$ cat src/rtl/vram_arbiter_m.sv
// VRAM port arbiter: buffers CPU writes in a small FIFO and drains them into cycles the GPU fetch leaves idle.
// Optional starvation guard (forced write slot) is compiled in with `define VRAM_ARB_STARVE_GUARD_EN.
module vram_arbiter_m #(
    parameter int ADDR_W       = 12,
    parameter int DEPTH        = 4,
    parameter int STARVE_LIMIT = 8
) (
    input  logic                       clk_12_5875,
    input  logic                       rst,
    input  logic                       cpu_wr_req,
    input  logic [ADDR_W-1:0]          cpu_wr_addr,
    input  logic [7:0]                 cpu_wr_data,
    output logic                       cpu_wr_ready,
    input  logic                       gpu_rd_req,
    input  logic [ADDR_W-1:0]          gpu_rd_addr,
    output logic                       gpu_rd_gnt,
    output logic                       gpu_rd_valid,
    output logic [7:0]                 gpu_rd_data,
    output logic [ADDR_W-1:0]          vram_addr,
    output logic [7:0]                 vram_wdata,
    output logic                       vram_we,
    input  logic [7:0]                 vram_rdata,
    output logic [$clog2(DEPTH):0]     fifo_level,
    output logic                       overflow
);

    localparam int PW = $clog2(DEPTH) + 1;
    localparam int IW = PW - 1;

    typedef enum logic [1:0] {
        ST_IDLE  = 2'd0,
        ST_READ  = 2'd1,
        ST_WRITE = 2'd2,
        ST_FORCE = 2'd3
    } state_e;

    if (DEPTH < 2 || (DEPTH & (DEPTH - 1)) != 0 || STARVE_LIMIT < 1) begin : g_bad_param
        $error("vram_arbiter_m: DEPTH must be a power of two >= 2 and STARVE_LIMIT >= 1");
    end

    logic [ADDR_W+7:0]   mem_q [DEPTH];
    logic [PW-1:0]       wr_ptr_q, wr_ptr_d;
    logic [PW-1:0]       rd_ptr_q, rd_ptr_d;
    logic [PW-1:0]       level_q, level_d;
    logic                ready_q, ready_d;
    logic                overflow_q, overflow_d;
    logic [ADDR_W-1:0]   vram_addr_q, vram_addr_d;
    state_e              state_q, state_d;
    logic                push_s, pop_s, empty_s, force_s;
    logic [ADDR_W+7:0]   head_s;

    assign push_s  = cpu_wr_req && ready_q;
    assign empty_s = (level_q == PW'(0));
    assign head_s  = mem_q[rd_ptr_q[IW-1:0]];

`ifdef VRAM_ARB_STARVE_GUARD_EN
    localparam int CW = $clog2(STARVE_LIMIT + 1);
    logic [CW-1:0] starve_q, starve_d;

    // Force a write slot when this cycle would be the STARVE_LIMIT-th consecutive denial.
    assign force_s = !empty_s && ((int'(starve_q) + 1) >= STARVE_LIMIT);

    always_comb begin
        starve_d = starve_q;
        if (empty_s || pop_s) begin
            starve_d = '0;
        end else if (int'(starve_q) < STARVE_LIMIT) begin
            starve_d = starve_q + CW'(1);
        end else begin
            starve_d = starve_q;
        end
    end

    always_ff @(posedge clk_12_5875) begin
        if (rst) begin
            starve_q <= '0;
        end else begin
            starve_q <= starve_d;
        end
    end
`else
    assign force_s = 1'b0;
`endif

    // Next-state: the arbitration decision for the current cycle.
    always_comb begin
        state_d = ST_IDLE;
        if (force_s) begin
            state_d = ST_FORCE;
        end else if (gpu_rd_req) begin
            state_d = ST_READ;
        end else if (!empty_s) begin
            state_d = ST_WRITE;
        end else begin
            state_d = ST_IDLE;
        end
    end

    // Output decode of the current decision; vram_addr holds its last value when idle.
    always_comb begin
        gpu_rd_gnt  = 1'b0;
        vram_we     = 1'b0;
        vram_wdata  = 8'h00;
        vram_addr_d = vram_addr_q;
        pop_s       = 1'b0;
        case (state_d)
            ST_READ: begin
                gpu_rd_gnt  = 1'b1;
                vram_addr_d = gpu_rd_addr;
            end
            ST_WRITE, ST_FORCE: begin
                vram_we     = 1'b1;
                pop_s       = 1'b1;
                vram_addr_d = head_s[ADDR_W+7:8];
                vram_wdata  = head_s[7:0];
            end
            ST_IDLE: begin
                vram_addr_d = vram_addr_q;
            end
            default: begin
                vram_addr_d = vram_addr_q;
            end
        endcase
    end

    // FIFO bookkeeping; ready is derived from the next level so it reflects the level at cycle start.
    always_comb begin
        wr_ptr_d   = wr_ptr_q + PW'(push_s);
        rd_ptr_d   = rd_ptr_q + PW'(pop_s);
        level_d    = level_q + PW'(push_s) - PW'(pop_s);
        ready_d    = (level_d != PW'(DEPTH));
        overflow_d = overflow_q | (cpu_wr_req & ~ready_q);
    end

    always_ff @(posedge clk_12_5875) begin
        if (rst) begin
            state_q     <= ST_IDLE;
            wr_ptr_q    <= '0;
            rd_ptr_q    <= '0;
            level_q     <= '0;
            ready_q     <= 1'b1;
            overflow_q  <= 1'b0;
            vram_addr_q <= '0;
        end else begin
            state_q     <= state_d;
            wr_ptr_q    <= wr_ptr_d;
            rd_ptr_q    <= rd_ptr_d;
            level_q     <= level_d;
            ready_q     <= ready_d;
            overflow_q  <= overflow_d;
            vram_addr_q <= vram_addr_d;
        end
    end

    // FIFO storage needs no reset: pointers alone define what is valid.
    always_ff @(posedge clk_12_5875) begin
        if (push_s) begin
            mem_q[wr_ptr_q[IW-1:0]] <= {cpu_wr_addr, cpu_wr_data};
        end
    end

    assign cpu_wr_ready = ready_q;
    assign fifo_level   = level_q;
    assign overflow     = overflow_q;
    assign vram_addr    = vram_addr_d;
    assign gpu_rd_valid = (state_q == ST_READ);
    assign gpu_rd_data  = gpu_rd_valid ? vram_rdata : 8'h00;

endmodule

$ cat config.mk
export PLATFORM = sky130hd
export DESIGN_NAME = vram_arbiter_m
export DESIGN_NICKNAME = d
export VERILOG_FILES = /design/src/rtl/vram_arbiter_m.sv
export SDC_FILE = /design/constraint.sdc
export NUM_CORES = 1
export LEC_CHECK = 0
export ABC_AREA = 1
export ABC_CLOCK_PERIOD_IN_PS = 2400
export CAP_MARGIN = 40
export CORE_MARGIN = 3
export CORE_UTILIZATION = 35
export CTS_CLUSTER_SIZE = 28
export DETAILED_ROUTE_END_ITERATION = 7
export PLACE_DENSITY_LB_ADDON = 0.1
export SYNTH_ARGS = -nofsm -noshare
export SYNTH_HDL_FRONTEND = slang
export SYNTH_SLANG_ARGS = --single-unit
$ cat constraint.sdc
create_clock -name clk_12_5875 -period 2.4 [get_ports clk_12_5875]
set_input_delay 0.48 -clock clk_12_5875 [delete_from_list [all_inputs] [get_ports clk_12_5875]]
set_output_delay 0.48 -clock clk_12_5875 [all_outputs]
set_load 0.01 [all_outputs]
After elaboration in Yosys (flattened, before gate mapping)
Memory sizes are Yosys's and may differ from the RTL's. A register that Yosys moved wholly into a read port is not among the register bits.
Index checks and enable logic that the tools add are counted.
- bits in writable memories: 80
- ROM bits: 0
- bits in registers: 25
- logic and storage cells: 34
- memories: 1
- bits in latches: 0
- input bits: 44
- divide/modulo/power cells: 0
- reductions and logical operators: 4
- equal/unequal tests: 5
- shift-type cells: 0
- $add $sub $neg: 4
- multiply operators: 0
- $lt $le $gt $ge: 0
- bitwise logic cells: 3
- muxes and demuxes: 10
- memories (memory ; depth ; width ; read ports ; clocked after Yosys merged registers in ; wr ports ; line ; source):
    mem_q ; 4 ; 20 ; 1 ; 1 ; 1 ; 41 ; logic [ADDR_W+7:0] mem_q [DEPTH];
- operators by type and width (cell ; number):
    $pmux W12 S3 ; 1
    $mux W8 ; 2
    $add A3 B1 Y3 ; 3
    $mux W2 ; 3
    $eq A2 B1 Y1 const B ; 2
    $eq A2 B2 Y1 const B ; 2
    $mux W1 ; 4
    $logic_not A3 Y1 ; 1
    $ne A3 B3 Y1 const B ; 1
    $sub A3 B1 Y3 ; 1
    $logic_not A2 Y1 ; 1
    $reduce_or A2 Y1 ; 1
    $and A1 B1 Y1 ; 1
    $logic_and A1 B1 Y1 ; 1
    $not A1 Y1 ; 1
    $or A1 B1 Y1 ; 1

Longest topological paths before layout
Gate-level depths: netlist (run 1).
- depth in word-level cells: 8
- depth in mapped cells: 11
- gate-level depth less buffers: 10

Least setup slack after synthesis (run 1)
No wires, ideal clock.
- kind: input to register
- from: input cpu_wr_req
- to: memory mem_q[0][0] (netlist bit), enable pin
- data arrival time: 2.001 ns
- slack: -0.024 ns
- setup time: 0.422 ns
- stages: 2
- data required time: 1.978 ns
- path buffers: 0
- path through: nand2_1 > nor3_1
- cells in the longest elaborated chain, start to end: 3
- ends and longest elaborated chain (item ; line ; source):
    from (decl) ; 10 ; input logic cpu_wr_req,
    $logic_and A1 B1 Y1 ; 52 ; assign push_s = cpu_wr_req && ready_q;
    $mux W1 ; 157 ; if (push_s) begin
    $mux W1 (not written as such) ; 158 ; mem_q[wr_ptr_q[IW-1:0]] <= {cpu_wr_addr, cpu_wr_data};
    to (decl) ; 41 ;
No other way between the ends.

Worst setup path after layout (run 1)
- from: register level_q[1], in the netlist fifo_level[1]
- to: output vram_we
- cells in the longest elaborated chain, start to end: 6
- elaborated cells between the ends (all ways): 7
- ends and longest elaborated chain (item ; line ; source):
    from (decl) ; 44 ; logic [PW-1:0] level_q, level_d;
    from (signal assigned) ; 148 ; level_q <= level_d;
    $logic_not A3 Y1 * ; 53 ; assign empty_s = (level_q == PW'(0));
    $mux W2 * ; 92 ; end else if (!empty_s) begin
    $mux W2 * ; 90 ; end else if (gpu_rd_req) begin
    $eq A2 B2 Y1 ; 106 ; case (state_d)
    $reduce_or A2 Y1 * ; 106 ;
    $mux W1 * ; 106 ;
    to (decl) ; 21 ; output logic vram_we,
Every way passes the cells marked *; elsewhere a longest branch is shown, timed or not.

==> results_dict.tcl, run 1 <==
set metrics [dict create \
    mostFrequentLayoutCells "nand2_1, inv_1, edfxtp_1" \
    regToRegSetupSlack_ps 280 \
    fin_cells 742 \
    antenna_found_initial 0 \
    final_layout_size_suffix_gt1_frac 0.1324 \
    dp_hpwl_mm 6.712 \
    setup_viol 0 \
    dr_wl_met2_mm 4.873 \
    status "finished clean" \
    min_period_ps 2220 \
    portBuffers 79 \
    synthTopCellsByArea "edfxtp_1, dfxtp_1, nand2_1" \
    core_area_mm2 0.01231 \
    nFillCells 1169 \
    diodes 0 \
    final_cell_area_mm2 0.006111 \
    dieArea_mm2 0.01427 \
    gr-total-overflow 0 \
    crit_type "reg -> out" \
    layout.cells.most_common "nand2_1" \
    grt_pass1_wl_mm 16.59 \
    fin_nets 618 \
    critPathTopFamily "buffers and inverters" \
    clock-sinks 103 \
    syn_nets 513 \
    cp_num_buf_inv 2 \
    maxCapViolCount 0 \
    wl_met3_um 417 \
    path_cells "nor2_4 -> a21oi_4 -> buf_4 -> clkdlybuf4s50_1" \
    final.setup_skew_ps 7.761 \
    synth_top_area_cell "edfxtp_1" \
    arrival_ps 1740 \
    ios 80 \
    tightest_slew_ps 257.5 \
    ir_drop_mv 0.4320 \
    top_layer "met4" \
    p_comb_frac 0.368 \
    via_count 3275 \
    worst_path_max_delay_cell "clkdlybuf4s50_1" \
    power_density_mw_per_mm2 989.8 \
    p_switching_uw 2024 \
    tritoncts "yes" \
    yosys_warnings 0 \
    wl_per_cell_um 13.97 \
    worstSkewPairLatency_ps 350 \
    hold_viol 0 \
    grt_pass1_vias 3245 \
    postSynthAreaPerCell_um2 9.708 \
    place_area_mm2 0.005712 \
    drt-initial-drc-count 176 \
    dp_cells 725 \
    first_pass_iters 4 \
    yosysUniqueCellTypes 23 \
    die_height_um 119.4 \
    max_stage_delay_ps 570 \
    syn_to_final_growth_pct 35.67 \
    post-route-period-util 0.9251 \
    clockRootBuffer "clkbuf_16" \
    syn_area_mm2 0.004504 \
    drv_slew 0 \
    cts.clk_slew.worst_paths_ps 70 \
    startpoint_type "flop" \
    drt-total-wl_mm 10.37 \
    routed_via_density 4.414 \
    switching_share 0.3346 \
    yosysTopAreaCellShare 0.5333 \
    initial_core_util 0.3659 \
    slew_headroom 0.8278 \
    fp.dieW_um 119.4 \
    detail-route-antenna-nets 0 \
    worstSetupEndpointType "output port" \
    hold_buffers 0 \
    leakage_uw 0.002807 \
    rows 40 \
    track_usage 0.1501 \
    cp_max_fo 4 \
    crit_required_ps 1920 \
    synth_seq_cells 103 \
    cts-htree-levels 3 \
    grt_max_degree 39 \
    fmax_ghz 0.4504 \
    synthCells 464 \
    met1_length_mm 4.882 \
    cts_setup_buffers 0 \
    cts_made_buffers 9 \
    p_clk_frac 0.248 \
    drc 0 \
    p_int_uw 4025 \
    place.gp.congestion 0.7369 \
    min_path_type "reg -> reg" \
    ys_seq_area_frac 0.6356 \
    clockBufferDepth 2 \
    rsz0062_at_grt "no" \
    seq_power_share 0.384 \
]
## cell usage after synthesis (all sizes together)
master / number
xnor2: 2
inv: 88
fa: 1
edfxtp: 80
nand2: 113
clkbuf: 3
o21ai: 16
nand4: 12
nor3: 4
nand3: 26
buf: 18
ha: 4
dfxtp: 23
nor2: 51
a21oi: 23
## metrics by stage
| step | total power [µW] | util | hold slack [ps] | worst slack (ps) | TNS, ps |
|---|---|---|---|---|---|
| final | 6049 | 0.4963 | 475.2 | 179.7 | 0 |
| after global placement | 4552 | 0.4639 | 454.7 | -226.0 | -4131 |
| after detailed placement | 4574 | 0.4639 | 467.9 | -279.3 | -4499 |
| after floorplan | 3574 | - | 502.2 | -23.67 | -1890 |
| after global routing | 6452 | 0.4963 | 520.1 | 110.3 | 0 |
| after CTS | 6090 | 0.4894 | 486.6 | -33.27 | -131.1 |
## power groups by stage
stage          combinational, µW  clock [µW]  sequential, µW
2_1_floorplan               1230           0            2350
3_3_place_gp                2210           0            2340
3_5_place_dp                2230           0            2350
4_1_cts                     2220        1550            2320
5_1_grt                     2490        1610            2350
6_report                    2220        1500            2320
## final timing paths
| check | cells past startpoint | startpoint | to |
|---|---|---|---|
| setup / recovery | 4 | fifo_level[1] | vram_we |
| hold / removal | 2 | overflow | overflow |
| setup reg to reg | 11 | fifo_level[2] | cpu_wr_ready |
| hold reg to reg | 2 | overflow | overflow |
## registers in the layout (all words and copies together), names as in the netlist
signal	cells
fifo_level	3
state_q	2
vram_addr_q	12
overflow	1
mem_q	80
wr_ptr_q	2
rd_ptr_q	2
cpu_wr_ready	1
## kinds of logic (layout without fill, tap and decap cells)
| kind of cell | Yosys count | count (layout) | synth area share |
|---|---|---|---|
| AND/OR/NAND/NOR | 206 | 206 | 0.1883 |
| buffers and inverters | 109 | 219 | 0.1042 |
| flip-flops | 103 | 103 | 0.6356 |
| AO/OA/AOI/OAI | 39 | 39 | 0.05250 |
| adder cells (fa/ha/maj) | 5 | 5 | 0.01556 |
| XOR/XNOR | 2 | 2 | 0.003890 |
## repair_timing
| action | 4_1_cts | 5_1_grt |
|---|---|---|
| endpoints found under the setup margin | 21 | 15 |
| gates resized for setup | 14 | 22 |
| pin swaps | 1 | 0 |
| endpoints found under the hold margin | 0 | 0 |
| gates cloned | 0 | 1 |
## routing by layer
| layer | vias to the layer above | global-route usage |
|---|---|---|
| met4 | 0 | 0.06442 |
| met2 | 61 | 0.2419 |
| met5 | - | 0 |
| met1 | 1513 | 0.1965 |
| li1 | 1689 | - |
| met3 | 12 | 0.03086 |
## worst reg2reg max path, delay by kind of cell, from the launching register on
family                   cells  cell delay [ps]
flip-flops                   1              360
AO/OA/AOI/OAI                2              260
AND/OR/NAND/NOR              3              290
adder cells (fa/ha/maj)      3              830
buffers and inverters        3              260
## final cells by class
type                    count  area [µm²]  area share
clock buffers               9       225.2     0.03686
well taps                 168       210.2     0.03440
repair buffers            115        1202      0.1968
flip-flops and latches    103        2873      0.4701
clock inverters             7       77.57     0.01269
inverters                  88       330.3     0.05405
multi-input cells         252        1192      0.1951
No activity file was read; power rests on OpenSTA's default activity.
==> run 2, diff against run 1 <==
Settings changed: CORE_MARGIN 3 to unset.
==> run 2 against run 1 <==
Core utilization is 1.0 points lower. Setup slack worse by 110 ps. Final area hardly changed. Power is 1.7% lower. Hold slack worse by 5.8 ps. Register-to-register slack worse by 70 ps. Critical path depth is 2 higher. Sequential share of layout area is 0.093 points lower. Clock-buffer cell count is 3 higher. Sequential cell count stayed put. Critical endpoint is now vram_addr[2].
==> results_dict.tcl, run 2 (synthesis results as in run 1) <==
set metrics [dict create \
    layout.cells.most_common "nand2_1" \
    cts.clk_slew.worst_paths_ps 60 \
    worstSkewPairLatency_ps 340 \
    dp_cells 734 \
    slew_headroom 0.6799 \
    drt-initial-drc-count 143 \
    tritoncts "yes" \
    max_stage_delay_ps 540 \
    leakage_uw 0.002773 \
    p_int_uw 4014 \
    initial_core_util 0.3584 \
    clockRootBuffer "clkbuf_16" \
    power_density_mw_per_mm2 973.0 \
    arrival_ps 1850 \
    fp.dieW_um 115.4 \
    min_period_ps 2333 \
    die_height_um 115.4 \
    setup_viol 0 \
    cp_max_fo 4 \
    fin_cells 752 \
    worstSetupEndpointType "output port" \
    worstReg2RegStart "fifo_level[1]" \
    drv_slew 0 \
    maxCapViolCount 0 \
    hp-start "overflow" \
    crit_top_cell "nand2_1" \
    status "finished clean" \
    cts_made_buffers 9 \
    fin_nets 624 \
    track_usage 0.1561 \
    first_pass_iters 4 \
    rows 41 \
    portBuffers 79 \
    wl_per_cell_um 13.19 \
    fmax_ghz 0.4285 \
    mostFrequentLayoutCells "nand2_1, inv_1, edfxtp_1" \
    final_layout_size_suffix_gt1_frac 0.1345 \
    grt.busiest_layer "met2" \
    routed_via_density 4.396 \
    dieArea_mm2 0.01333 \
    p_comb_frac 0.375 \
    crit_start "gpu_rd_req" \
    grt_max_degree 22 \
    tightest_slew_ps 478.7 \
    syn_to_final_growth_pct 35.64 \
    p_switching_uw 1930 \
    core_area_mm2 0.01257 \
    switching_share 0.3247 \
    grt_use_met3 0.03243 \
    startpoint_type "input port" \
    hold_buffers 0 \
    critPathTopFamily "buffers and inverters" \
    ir_drop_mv 0.4517 \
    drc 0 \
    crit_required_ps 1920 \
    final.setup_skew_ps 10.69 \
    largest_reg_flops 80 \
    detail-route-antenna-nets 0 \
    seq_power_share 0.389 \
    cp_num_buf_inv 3 \
    post-route-period-util 0.9723 \
    worst_path_max_delay_cell "clkdlybuf4s50_1" \
    cts-htree-levels 3 \
    hold_viol 0 \
    grt_use_met2 0.2535 \
    min_path_type "reg -> reg" \
    grt_pass1_wl_mm 15.41 \
    tns_ps 0 \
    drt-total-wl_mm 9.922 \
    diodes 0 \
    via_count 3306 \
    ios 80 \
    gr-total-overflow 0 \
    rsz0062_at_grt "yes" \
    grtUsageMet1 0.2095 \
    p_clk_frac 0.236 \
    place.gp.congestion 0.7334 \
    path_cells "dlygate4sd2_1 -> a21oi_4 -> buf_4 -> nand2_1 -> nand2_1 -> clkdlybuf4s50_1" \
    antenna_found_initial 0 \
    dp_hpwl_mm 6.512 \
    grt_pass1_vias 3068 \
    clockBufferDepth 2 \
    clock-sinks 103 \
    crit_type "in -> out" \
]
[run 2: cell types whose count changed in the layout (fill, tap and decap cells not counted), sizes merged]
cell and change:
clkbuf +2, inv -4, dlymetal6s2s -2, dlygate4sd2 -1, clkdlybuf4s50 +3, clkinv +1
buf +7
[run 2: tightest hold or removal path: stages, from the launching register on]
cell,delay [ps]
dfxtp_1,320
a21oi_1,40
nor2_1,70
[run 2: layout make-up]
type | count | area, µm²
multi-input cells | 252 | 1199
inverters | 88 | 332.8
clock buffers | 12 | 236.5
flip-flops and latches | 103 | 2867
well taps | 172 | 215.2
fillers | 1182 | 6459
clock inverters | 4 | 46.29
repair buffers | 121 | 1214
[run 2: worst paths after layout]
check | to | slack, ps | depth (start not counted)
max | vram_addr[2] | 70 | 6
max reg2reg | cpu_wr_ready | 210 | 12
min reg2reg | overflow | 470 | 2
min | overflow | 470 | 2
[run 2: power groups by stage]
stage	combinational, µW	sequential [µW]	clock, µW
4_1_cts	2240	2310	1440
6_report	2230	2310	1400
5_1_grt	2500	2340	1520
2_1_floorplan	1230	2350	0
3_3_place_gp	2220	2340	0
3_5_place_dp	2230	2350	0
[run 2: metrics by stage]
| step | util | setup WS [ps] | cell area, µm² | total power [µW] | hold slack, ps |
|---|---|---|---|---|---|
| after floorplan | - | -23.67 | 4504 | 3574 | 502.2 |
| after global placement | 0.4578 | -209.3 | 5754 | 4562 | 456.6 |
| after detailed placement | 0.4578 | -257.5 | 5754 | 4578 | 462.0 |
| after CTS | 0.4812 | 3.424 | 6048 | 5998 | 476.9 |
| after global routing | 0.4861 | -26.28 | 6110 | 6357 | 536.6 |
| final | 0.4861 | 66.54 | 6110 | 5945 | 469.5 |
[run 2: what timing repair did]
action | in CTS | in global routing
endpoints found under the setup margin | 21 | 16
buffers inserted | 1 | 0
gates cloned | 0 | 1
pin swaps | 0 | 2
gates resized for setup | 9 | 22
[run 2: metal layers]
metal / share of wire / up-vias
li1: - / 1692
met1: 0.49 / 1533
met2: 0.46 / 74
met3: 0.041 / 7
met4: 0.011 / 0
met5: 0 / -
